`config.mk`:
```
export PLATFORM = sky130hd
export DESIGN_NAME = excp_commit_ctrl
export DESIGN_NICKNAME = d
export VERILOG_FILES = /design/src/rtl/excp_commit_ctrl.sv
export SDC_FILE = /design/constraint.sdc
export NUM_CORES = 1
export LEC_CHECK = 0
export ABC_AREA = 0
export CAP_MARGIN = 20
export CORE_MARGIN = 2
export CORE_UTILIZATION = 30
export CTS_BUF_LIST = sky130_fd_sc_hd__clkbuf_4 sky130_fd_sc_hd__clkbuf_8
export CTS_CLUSTER_SIZE = 12
export DETAILED_ROUTE_END_ITERATION = 8
export HOLD_SLACK_MARGIN = 0.08
export PLACE_DENSITY = 0.76
export SYNTH_ARGS = -nofsm -noshare
export SYNTH_HDL_FRONTEND = slang
export SYNTH_SLANG_ARGS = --single-unit
```
`constraint.sdc`:
```
create_clock -name clk -period 4.4 [get_ports clk]
set_input_delay 0.66 -clock clk [delete_from_list [all_inputs] [get_ports clk]]
set_output_delay 0.66 -clock clk [all_outputs]
set_load 0.01 [all_outputs]
```
`src/rtl/excp_commit_ctrl.sv`:
```
// Exception/interrupt commit sequencer: resolves writeback events, pulses flush/redirect, then drains the pipe.
// Optional feature: define EXCP_CNT_EN to enable the excp_count counter of taken exceptions.
module excp_commit_ctrl #(
  parameter int DRAIN_CYCLES = 2
) (
  input  logic        clk,
  input  logic        reset,
  input  logic        ws_valid,
  output logic        ws_ready,
  input  logic [31:0] ws_pc,
  input  logic [5:0]  ws_excp,
  input  logic        ws_ertn,
  input  logic        has_int,
  input  logic [31:0] csr_eentry,
  input  logic [31:0] csr_era,
  output logic        excp_flush,
  output logic        ertn_flush,
  output logic [31:0] era_out,
  output logic [5:0]  ecode_out,
  output logic [8:0]  esubcode_out,
  output logic        redirect_valid,
  output logic [31:0] redirect_pc,
  output logic [31:0] excp_count
);

  localparam logic [5:0] ECODE_INT  = 6'h00;
  localparam logic [5:0] ECODE_ADEF = 6'h08;
  localparam logic [5:0] ECODE_INE  = 6'h0D;
  localparam logic [5:0] ECODE_IPE  = 6'h0E;
  localparam logic [5:0] ECODE_SYS  = 6'h0B;
  localparam logic [5:0] ECODE_BRK  = 6'h0C;
  localparam logic [5:0] ECODE_ALE  = 6'h09;
  localparam logic [3:0] DRAIN_INIT = 4'(DRAIN_CYCLES - 1);

  typedef enum logic [1:0] {
    IDLE  = 2'd0,
    FLUSH = 2'd1,
    DRAIN = 2'd2
  } state_t;

  state_t      state, state_nxt;
  logic        has_int_q;
  logic        is_ertn_q;
  logic [3:0]  drain_cnt;
  logic [31:0] era_q;
  logic [5:0]  ecode_q;
  logic        excp_evt;
  logic        ertn_evt;
  logic [5:0]  ecode_sel;

  // Event decode; only consumed while IDLE.
  always_comb begin
    excp_evt  = ws_valid & (has_int_q | (|ws_excp));
    ertn_evt  = ws_valid & ws_ertn & ~excp_evt;
    ecode_sel = ECODE_ALE;
    if (has_int_q)       ecode_sel = ECODE_INT;
    else if (ws_excp[0]) ecode_sel = ECODE_ADEF;
    else if (ws_excp[1]) ecode_sel = ECODE_INE;
    else if (ws_excp[2]) ecode_sel = ECODE_IPE;
    else if (ws_excp[3]) ecode_sel = ECODE_SYS;
    else if (ws_excp[4]) ecode_sel = ECODE_BRK;
  end

  always_ff @(posedge clk or posedge reset) begin
    if (reset) state <= IDLE;
    else       state <= state_nxt;
  end

  always_comb begin
    state_nxt = state;
    case (state)
      IDLE:    if (excp_evt || ertn_evt) state_nxt = FLUSH;
      FLUSH:   state_nxt = DRAIN;
      DRAIN:   if (drain_cnt == 4'd0) state_nxt = IDLE;
      default: state_nxt = IDLE;
    endcase
  end

  always_comb begin
    ws_ready       = 1'b0;
    excp_flush     = 1'b0;
    ertn_flush     = 1'b0;
    redirect_valid = 1'b0;
    redirect_pc    = 32'h0;
    case (state)
      IDLE:  ws_ready = ~excp_evt;
      FLUSH: begin
        excp_flush     = ~is_ertn_q;
        ertn_flush     = is_ertn_q;
        redirect_valid = 1'b1;
        redirect_pc    = is_ertn_q ? csr_era : csr_eentry;
      end
      default: ;
    endcase
  end

  always_ff @(posedge clk or posedge reset) begin
    if (reset) begin
      has_int_q <= 1'b0;
      is_ertn_q <= 1'b0;
      era_q     <= 32'h0;
      ecode_q   <= 6'h0;
      drain_cnt <= 4'd0;
    end else begin
      has_int_q <= has_int;
      if (state == IDLE && excp_evt) begin
        era_q     <= ws_pc;
        ecode_q   <= ecode_sel;
        is_ertn_q <= 1'b0;
      end else if (state == IDLE && ertn_evt) begin
        is_ertn_q <= 1'b1;
      end
      if (state == FLUSH)
        drain_cnt <= DRAIN_INIT;
      else if (state == DRAIN && drain_cnt != 4'd0)
        drain_cnt <= drain_cnt - 4'd1;
    end
  end

  assign era_out      = era_q;
  assign ecode_out    = ecode_q;
  assign esubcode_out = 9'h0;

`ifdef EXCP_CNT_EN
  logic [31:0] excp_cnt_q;

  always_ff @(posedge clk or posedge reset) begin
    if (reset)           excp_cnt_q <= 32'h0;
    else if (excp_flush) excp_cnt_q <= excp_cnt_q + 32'd1;
  end

  assign excp_count = excp_cnt_q;
`else
  assign excp_count = 32'h0;
`endif

endmodule

```
# Yosys cells after proc, flatten, opt, wreduce, memory -nomap -nowiden
# Index checks and enable logic that the tools add are counted.
# word_totals
reg_bits	46
latchBits	0
mem_bits_rw	0
rom_bits	0
in_bits	107
output_inout_bits	115
word_cells	47
mem_count	0
# classes
n_addsub	1
n_mul	0
div_mod_pow	0
order_cmp	0
n_eq_ne	4
shifts	0
muxes	19
bitwise_logic	6
reduce_logical	11
# ops
operator	n
32-bit 2-to-1 mux	2
3-bit 2-to-1 mux	5
4-bit 2-to-1 mux	3
1-bit 2-to-1 mux	6
2-bit one-hot mux with 3 select lines	1
6-bit OR reduction	1
4-bit zero test	1
2-bit 2-to-1 mux	2
2-bit inequality test (second input constant)	2
2-bit nonzero test	2
4-bit nonzero test	1
4-bit by 1-bit subtractor with 4-bit output (second input constant)	1
1-bit AND	3
1-bit logical AND	3
2-bit by 1-bit == test with 1-bit output (second input constant)	1
2-bit == test (second input constant)	1
2-bit zero test	1
1-bit inverter	2
2-bit AND reduction	1
1-bit logical OR	1
1-bit bitwise OR	1

# Logic depth before layout (Yosys ltp)
# Gate-level depths: netlist of run 1.
# depth
depth_word	8
ltp_mapped	6

# Worst setup path before layout of run 1
# OpenSTA, ideal clock, no wires.
# synth_timing
path_type	in2out
startpoint	input ws_excp[0]
endpoint	output ws_ready
arrival_time_ns	1.337
t_required_ns	3.740
slack_ns	2.403
stages	3
path_buffers	0
cell_sequence	nor2_1 -> nand3_2 -> a211oi_1
# synth_via
elab_chain_cells	5
# synth_rtl
element	line_no	source
from (decl)	11	input logic [5:0] ws_excp,
6-bit OR reduction	53	excp_evt = ws_valid & (has_int_q | (|ws_excp));
1-bit bitwise OR	53	
1-bit AND	53	
1-bit inverter	86	IDLE: ws_ready = ~excp_evt;
1-bit 2-to-1 mux	85	case (state)
to (decl)	9	output logic ws_ready,
# Every way passes these cells.

# Worst setup path after layout of run 1
# layout_timing
startpoint	input ws_excp[3]
endpoint	output ws_ready
# Same word-level chain as after synthesis.

==> metrics, run 1 <==
Setup WS post-layout=between 1 and 1.5 ns; Crit path depth=5; Slew Viols, Final=0; Clock Path Buffers=2; Worst Path Buf+Inv=2; DR iter-0 viols=57; Die Wd=around 100 um; Slew @ Worst Pin=between 0.9 and 1 ns; register area share after synthesis=approximately two fifths; routed len/inst=approximately 15 um; Reg clk slew, reported paths=around 0.08 ns; vias in the first global route=2206; Clock Skew=0.01030 ns; Int Pwr=about 1600 uW; number of flops mapped to enable cells by yosys=0; Site Rows=34; CP max FO=4; Avg Cell Area, Syn=between 10 and 15 um2; Post-CTS Repair Setup Buffers=0; Cell variety after synth=34; Req. time, crit path=roughly 3.7 ns; Place WS=between 1 and 1.5 ns; worst path cell trace=clkdlybuf4s50_1 -> nor3_2 -> nand3_2 -> a211oi_1 -> clkdlybuf4s50_1; Final Hold Vio Count=0; Net Sw Frac=32.80%; Synth Area in Compound Gates=4.417%; crit path DAT=2.36 ns; vias=roughly 2.2k; Post-route DRC=0; CP Launch Type=input port; CTS Buf Count=5; CTS tree=built; CTS Hold Bufs=0; Clk Latency, worst-skew pair=roughly 0.29 ns; VDD IR-drop max=slightly below 0.2 mV; WHS=0.5093 ns; largest net degree at the start of global routing=45; slowest CP cell=clkdlybuf4s50_1; Simple-Gate Fraction of Synth Area=around 8.7%; most frequent cell after synthesis=dfrtp_1; worst r2r src=state[1]; Tot GR Track Use=14.77%; Synth top cells by count=dfrtp_1, buf_4, nor2_1; clock share of power=12.6%; Post-DRT Antenna Nets=0; asr flop ratio synth=100.0%; htree depth=2; Final GP Congestion=roughly 0.73; fin crit period=3.015 ns; unrepaired setup endpoints after global routing=no; PostCTS Resize Cnt=0; max-cap viol count=0; Top Ports=222; first-pass GRT wire length=11680 um; Comb power frac=55.1%; Synth Warn #=0; reg2reg end=era_out[13]; area grow syn2layout=63.93%; final worst path period share=approximately two thirds; CP dominant cell by count=clkdlybuf4s50_1; Synth area leader=dfrtp_1; Crit Path Class=input port to output pin; die height=between 90 and 100 um; Finish-stage setup viols=0; post-synth top area share=40.07%; Fin Setup TNS=0 ns; Vias/cell=4.264; Sink Count=44; net switching power=between 700 and 800 uW; Critical Path End=ws_ready; initial antenna violation count=0; core area=8806 um2; grt ovf=0; Reg power frac=about a third; Layout Nets=approximately 530; CP max stage delay=0.60 ns; Final HPWL DP=6276 um; Syn Inst Count=244; largest cells by area after synthesis=dfrtp_1, mux2_4, mux2i_1; outcome=completed; Worst path top cell family by delay=buffers and inverters; hold crit path type=register to register; share of cells above drive strength 1=between 10% and 20%; n_diodes=0; Syn Std Cell Area=about 2700 um2; Yosys reg bits=44; Synth Flop Type=dfrtp_1; CP Capture Type=output pin; Worst slew margin=a little over a third; Clock Root Buffer=clkbuf_8; post-synthesis adder-cell area fraction=less than 1%; Initial DRT Pass Iterations=4; power per cell area=between 500 and 600 nW/um2; main combinational cell family by area after synthesis=multiplexers; multiplexer share of the synthesized area=29.37%; FF-to-FF setup slack=~2.4 ns; fmax=between 300 and 400 MHz; P_leak=a little under 0.002 uW; R2R depth=3; Die ar.=roughly 9900 um2; total wire length=7897 um; Setup crit start=ws_excp[3]; PortBufs=178; Starting Density=between 30% and 40%; XOR/XNOR Fraction of Synth Area=0%
stage by stage:
| step | total power (uW) | utilization [%] | instances | area, um2 |
|---|---|---|---|---|
| after floorplan | 1514 | - | 286 | 2905 |
| after CTS | 2439 | 51.15 | 526 | 4504 |
| final | 2409 | 51.15 | 526 | 4504 |
| after global routing | 2563 | 51.15 | 526 | 4504 |
| after global placement | 2091 | 49.89 | 518 | 4393 |
| after detailed placement | 2119 | 49.89 | 518 | 4393 |
placed cells by master (no fill, tap or decap), types with 2 or more instances in the layout:
cell / Yosys / layout
conb_1: 1 / 43
nor2_1: 36 / 36
mux2_2: 5 / 5
clkbuf_8: 0 / 5
nor2b_1: 2 / 2
nand2b_1: 2 / 2
mux2i_1: 33 / 33
clkdlybuf4s50_1: 0 / 178
mux2_4: 28 / 28
inv_1: 7 / 6
dfrtp_1: 44 / 43
o21ai_0: 4 / 4
nand2_1: 3 / 3
a21oi_1: 7 / 7
cells by family after synthesis:
kind of cell	Yosys count
mux	66
buf+inv	62
simple gates	50
flops	44
compound gates	20
fa+ha+maj	1
other cells	1
registers in the layout, summed over array words and instances (netlist names):
register	flops
is_ertn_q	1
era_out	32
drain_cnt	4
state	2
has_int_q	1
ecode_out	4
power groups by stage:
stage / sequential, uW / clock [uW] / combinational [uW]
after global placement: 773 / 0 / 1320
after CTS: 781 / 316 / 1340
after detailed placement: 785 / 0 / 1330
after global routing: 810 / 335 / 1420
after floorplan: 786 / 0 / 728
final: 779 / 303 / 1330
worst min-delay path by stage:
stage,from,end,slack [ns],cells past startpoint
2_1_floorplan,has_int_q,ecode_out[3],0.44,1
5_1_grt,era_out[18],era_out[18],0.53,1
6_report,has_int_q,ecode_out[3],0.51,1
3_3_place_gp,has_int_q,ecode_out[3],0.47,1
4_1_cts,has_int_q,ecode_out[3],0.51,1
3_5_place_dp,has_int_q,ecode_out[3],0.48,1
per-layer routing:
layer / part of all wire (%) / global-route usage [%] / wire length (um)
met1: 38 / 17.27 / 3024
met2: 55 / 27.08 / 4369
met3: 5.6 / 3.795 / 440
met4: 0.80 / 3.267 / 63
met5: 0 / 0 / 0
layout make-up:
class / instances / area [um2]
multi-input combinational: 180 / 1340
timing repair buffer: 179 / 1789
sequential: 44 / 1102
fill: 790 / 4302
clock inverter: 2 / 35.03
inverter: 7 / 26.28
clock buffer: 6 / 76.32
tap: 108 / 135.1
Note: power is estimated with default switching activity, not from simulation.
==> run 2, diff against run 1 <==
Settings changed: PLACE_DENSITY 0.76 to 0.79.
Clock period 4.4 ns to 2.45 ns, I/O delays scaled along.
==> metrics, run 2 (synthesis results as in run 1) <==
Slew @ Worst Pin=0.6140 ns; Final GP Congestion=roughly 0.81; Fin Setup TNS=0 ns; Post-CTS Repair Setup Buffers=0; Filler cells=793; worst r2r src=state[1]; routed len/inst=14.55 um; most common cell after layout, fill and taps aside=clkdlybuf4s50_1; Starting Density=31.20%; Crit Path Class=register to output pin; cell area after layout=4589 um2; vias in the first global route=around 2.3k; max-cap viol count=0; Worst slew margin=around three fifths; Clock Path Buffers=2; fin crit period=between 2 and 2.5 ns; PortBufs=178; Int Pwr=approximately 3000 uW; reg2reg end=era_out[10]; htree depth=2; total wire length=between 7000 and 8000 um; Slew Viols, Final=0; Finish-stage setup viols=0; Vias/cell=4.245; CP Launch Type=register; WHS=~0.3 ns; CP Capture Type=output pin; Clk Latency, worst-skew pair=0.29 ns; CTS tree=built; Tot GR Track Use=between 10 and 15%; Clock Root Buffer=clkbuf_8; most frequent cells in the layout=clkdlybuf4s50_1, conb_1, dfrtp_1; crit path DAT=roughly 2.0 ns; CTS Buf Count=5; clock share of power=13.1%; die height=roughly 100 um; R2R depth=3; Req. time, crit path=about 2.1 ns; final worst path period share=a little over nine tenths; Post-route DRC=0; multi-input logic area=between 1000 and 1500 um2; Die ar.=about 9900 um2; sequential cell area=roughly 1100 um2; Die Wd=between 90 and 100 um; Top Ports=roughly 220; power per cell area=953.9 nW/um2; final core occ=between 50% and 60%; Layout Nets=533; grt ovf=0; Final HPWL DP=~6200 um; first-pass GRT wire length=11700 um; Post-DRT Antenna Nets=0; area grow syn2layout=67.03%; initial antenna violation count=0; Clock Skew=roughly 0.012 ns; largest net degree at the start of global routing=37; DR iter-0 viols=between 40 and 50; vias=about 2.3k; Sink Count=44; fmax=between 400 and 500 MHz; Reg clk slew, reported paths=0.08 ns; n_diodes=0; Comb power frac=approximately 58%; outcome=completed; net switching power=1418 uW; Place WS=-0.02880 ns; Initial DRT Pass Iterations=4; hold crit path type=input port to async pin; core area=between 8000 and 9000 um2; P_leak=between 0.0015 and 0.002 uW; Reg power frac=between 20% and 30%; Largest register FFs=32; FF-to-FF setup slack=about 0.70 ns; Site Rows=34; Final Hold Vio Count=0; CP max FO=33; unrepaired setup endpoints after global routing=no; Post-DP Area=4466 um2; VDD IR-drop max=0.3493 mV; Net Sw Frac=between 30% and 40%; share of cells above drive strength 1=13.15%; Setup WS post-layout=approximately 0.14 ns
[run 2: cell count changes in the layout (fill, tap and decap cells not counted)]
cell / before / now
inv_2: 1 / 0
buf_4: 1 / 7
buf_12: 0 / 1
clkbuf_4: 1 / 0
buf_6: 0 / 1
dlygate4sd2_1: 0 / 1
clkinv_2: 1 / 0
clkinv_4: 0 / 1
clkbuf_8: 5 / 6
clkdlybuf4s50_1: 178 / 177
clkinv_1: 0 / 1
[run 2: what timing repair did]
action	CTS	global route
hold buffers	0	0
pin swaps	0	0
endpoints found under the setup margin	1	1
gates resized for setup	1	1
[run 2: power by group through the flow]
stage | clock, uW | sequential [uW] | combinational (uW)
finish | 575 | 1270 | 2530
global route | 631 | 1320 | 2700
CTS | 603 | 1280 | 2560
detailed placement | 0 | 1290 | 2540
global placement | 0 | 1270 | 2520
floorplan | 0 | 1410 | 1310
[run 2: worst max-delay path by stage]
| stage | startpoint | to | slack, ns | cells after the start |
|---|---|---|---|---|
| finish | state[1] | redirect_pc[1] | 0.14 | 4 |
| global route | state[1] | redirect_pc[1] | 0.03 | 4 |
| CTS | state[1] | redirect_pc[1] | 0.07 | 4 |
| detailed placement | ws_excp[4] | ws_ready | -0.03 | 5 |
| global placement | ws_excp[4] | ws_ready | -0.04 | 5 |
| floorplan | state[1] | era_out[0] | 0.85 | 5 |
[run 2: per-layer routing]
metal / up-vias / track usage, % / share of wire, %
met1: 1092 / 18.55 / 42
met5: - / 0 / 0
met3: 6 / 2.670 / 3.9
li1: 1095 / - / -
met4: 0 / 3.583 / 0.99
met2: 74 / 26.14 / 53
[run 2: worst max-delay path: stages (launching register included)]
cell	delay (ns)
dfrtp_1	0.43
nand2b_1	0.25
buf_6	0.23
nor2_1	0.18
clkdlybuf4s50_1	0.57
[run 2: area by class of cell]
type,instances,area share [%]
clock buffers,6,1.799
clock inverters,2,0.8451
inverters,7,0.5725
flip-flops and latches,44,24.02
repair buffers,187,40.62
multi-input cells,180,29.20
well taps,108,2.944
[run 2: metrics by stage]
| step | instances | total power (uW) |
|---|---|---|
| floorplan | 286 | 2718 |
| global placement | 526 | 3789 |
| detailed placement | 526 | 3832 |
| CTS | 534 | 4436 |
| global route | 534 | 4654 |
| finish | 534 | 4378 |
==> run 3, diff against run 2 <==
Settings changed: DONT_BUFFER_PORTS set to 1, PLACE_DENSITY 0.79 to 0.46.
==> metrics, run 3 (synthesis results as in run 1) <==
outcome=completed; R2R depth=3; CP max FO=4; CP Launch Type=register; worst path cell trace=nor2_1 -> nand3_2 -> a211oi_1; PostCTS Resize Cnt=0; routing usage on met2=between 15 and 20%; Slew @ Worst Pin=between 0.6 and 0.7 ns; core area=roughly 8800 um2; Filler cells=around 900; unrepaired setup endpoints after global routing=no; Setup crit start=has_int_q; PortBufs=0; Finish-stage setup viols=0; Req. time, crit path=approximately 2.1 ns; Site Rows=34; fin crit period=about 2.0 ns; Clock Root Buffer=clkbuf_8; routed len/inst=approximately 16 um; vias in the first global route=1478; most frequent cells in the layout=conb_1, dfrtp_1, nor2_1; Reg clk slew, reported paths=0.08 ns; Post-CTS Repair Setup Buffers=0; area grow syn2layout=0.8653%; Critical Path End=ws_ready; Sink Count=44; Top Ports=around 220; Worst path top cell family by delay=compound AO/OA/AOI/OAI gates; Largest register FFs=32; total wire length=5671 um; Final GP Congestion=0.7079; first-pass GRT wire length=slightly below 8000 um; crit path DAT=1.59 ns; Final Hold Vio Count=0; Clock Skew=0.006894 ns; htree depth=2; P_leak=0.001273 uW; Post-route DRC=0; Post-DRT Antenna Nets=0; multi-input logic area=1340 um2; DR iter-0 viols=48; initial antenna violation count=0; FF-to-FF setup slack=around 0.7 ns; power per cell area=~1200 nW/um2; grt ovf=0; Worst slew margin=about three fifths; CP Capture Type=output pin; final core occ=between 30% and 40%; Crit path depth=3; GR Util met3=under 10%; largest net degree at the start of global routing=38; final worst path period share=between 70% and 80%; Die ar.=approximately 10000 um2; GRT busiest layer=met2; reg2reg end=era_out[13]; Final HPWL DP=4417 um; Clock Path Buffers=2; n_diodes=0; die height=around 100 um; Initial DRT Pass Iterations=5; Layout Nets=353; CTS Hold Bufs=1; Worst Path Buf+Inv=0; Vias/cell=roughly 4.6; CP max stage delay=0.53 ns; CTS Buf Count=5; max-cap viol count=0; hold crit path type=input port to register; Tot Pwr=around 3300 uW; fmax=511.6 MHz; Post-DP Area=2654 um2; CTS tree=built; GR Util met1=a little over an eighth; Clk Latency, worst-skew pair=0.29 ns; Tot GR Track Use=10.17%; cell area after layout=~2800 um2; WHS=~0.16 ns; VDD IR-drop max=around 0.24 mV; Die Wd=99.70 um; vias=roughly 1.6k; share of cells above drive strength 1=between 20% and 30%; Starting Density=31.20%; slowest CP cell=a211oi_1; Slew Viols, Final=0; worst r2r src=state[1]; sequential cell area=1102 um2; Crit Path Class=register to output pin; Fin Setup TNS=0 ns
==> run 3: layout make-up <==
type | count | area share [%]
clock buffers | 6 | 2.980
inverters | 7 | 0.9481
well taps | 108 | 4.876
repair buffers | 7 | 2.528
multi-input cells | 180 | 48.35
clock inverters | 2 | 0.5418
flip-flops and latches | 44 | 39.77
==> run 3: worst min path at each step <==
stage,cells past startpoint,slack [ns],startpoint,end
3_3_place_gp,1,0.35,reset,era_out[22]
5_1_grt,1,0.13,ws_excp[1],ecode_out[1]
3_5_place_dp,1,0.35,reset,era_out[22]
2_1_floorplan,0,0.40,has_int,has_int_q
6_report,1,0.16,ws_excp[1],ecode_out[1]
4_1_cts,0,0.08,has_int,has_int_q
==> run 3: worst register-to-register path: stages (launching register included) <==
cell,delay [ns]
dfrtp_1,0.43
nor3b_4,0.22
and2_4,0.56
mux2_2,0.43
==> run 3: power by group <==
group | internal (uW) | switching, uW | leakage, uW | total (uW)
sequential | 1070 | 437 | 0.000521 | 1510
combinational | 710 | 585 | 0.000709 | 1290
clock | 228 | 245 | 0.0000434 | 473
total | 2010 | 1270 | 0.00127 | 3280
==> run 3: per-stage QoR <==
stage,setup slack (ns),instances
global route,0.3623,354
detailed placement,0.7117,344
CTS,0.4414,353
floorplan,0.8479,286
global placement,0.7345,344
finish,0.4952,354
==> run 3: layer usage <==
layer	share of wire (%)	vias to the layer above
met1	42	782
met5	0	-
met3	11	2
met4	0.34	0
met2	47	107
li1	-	733
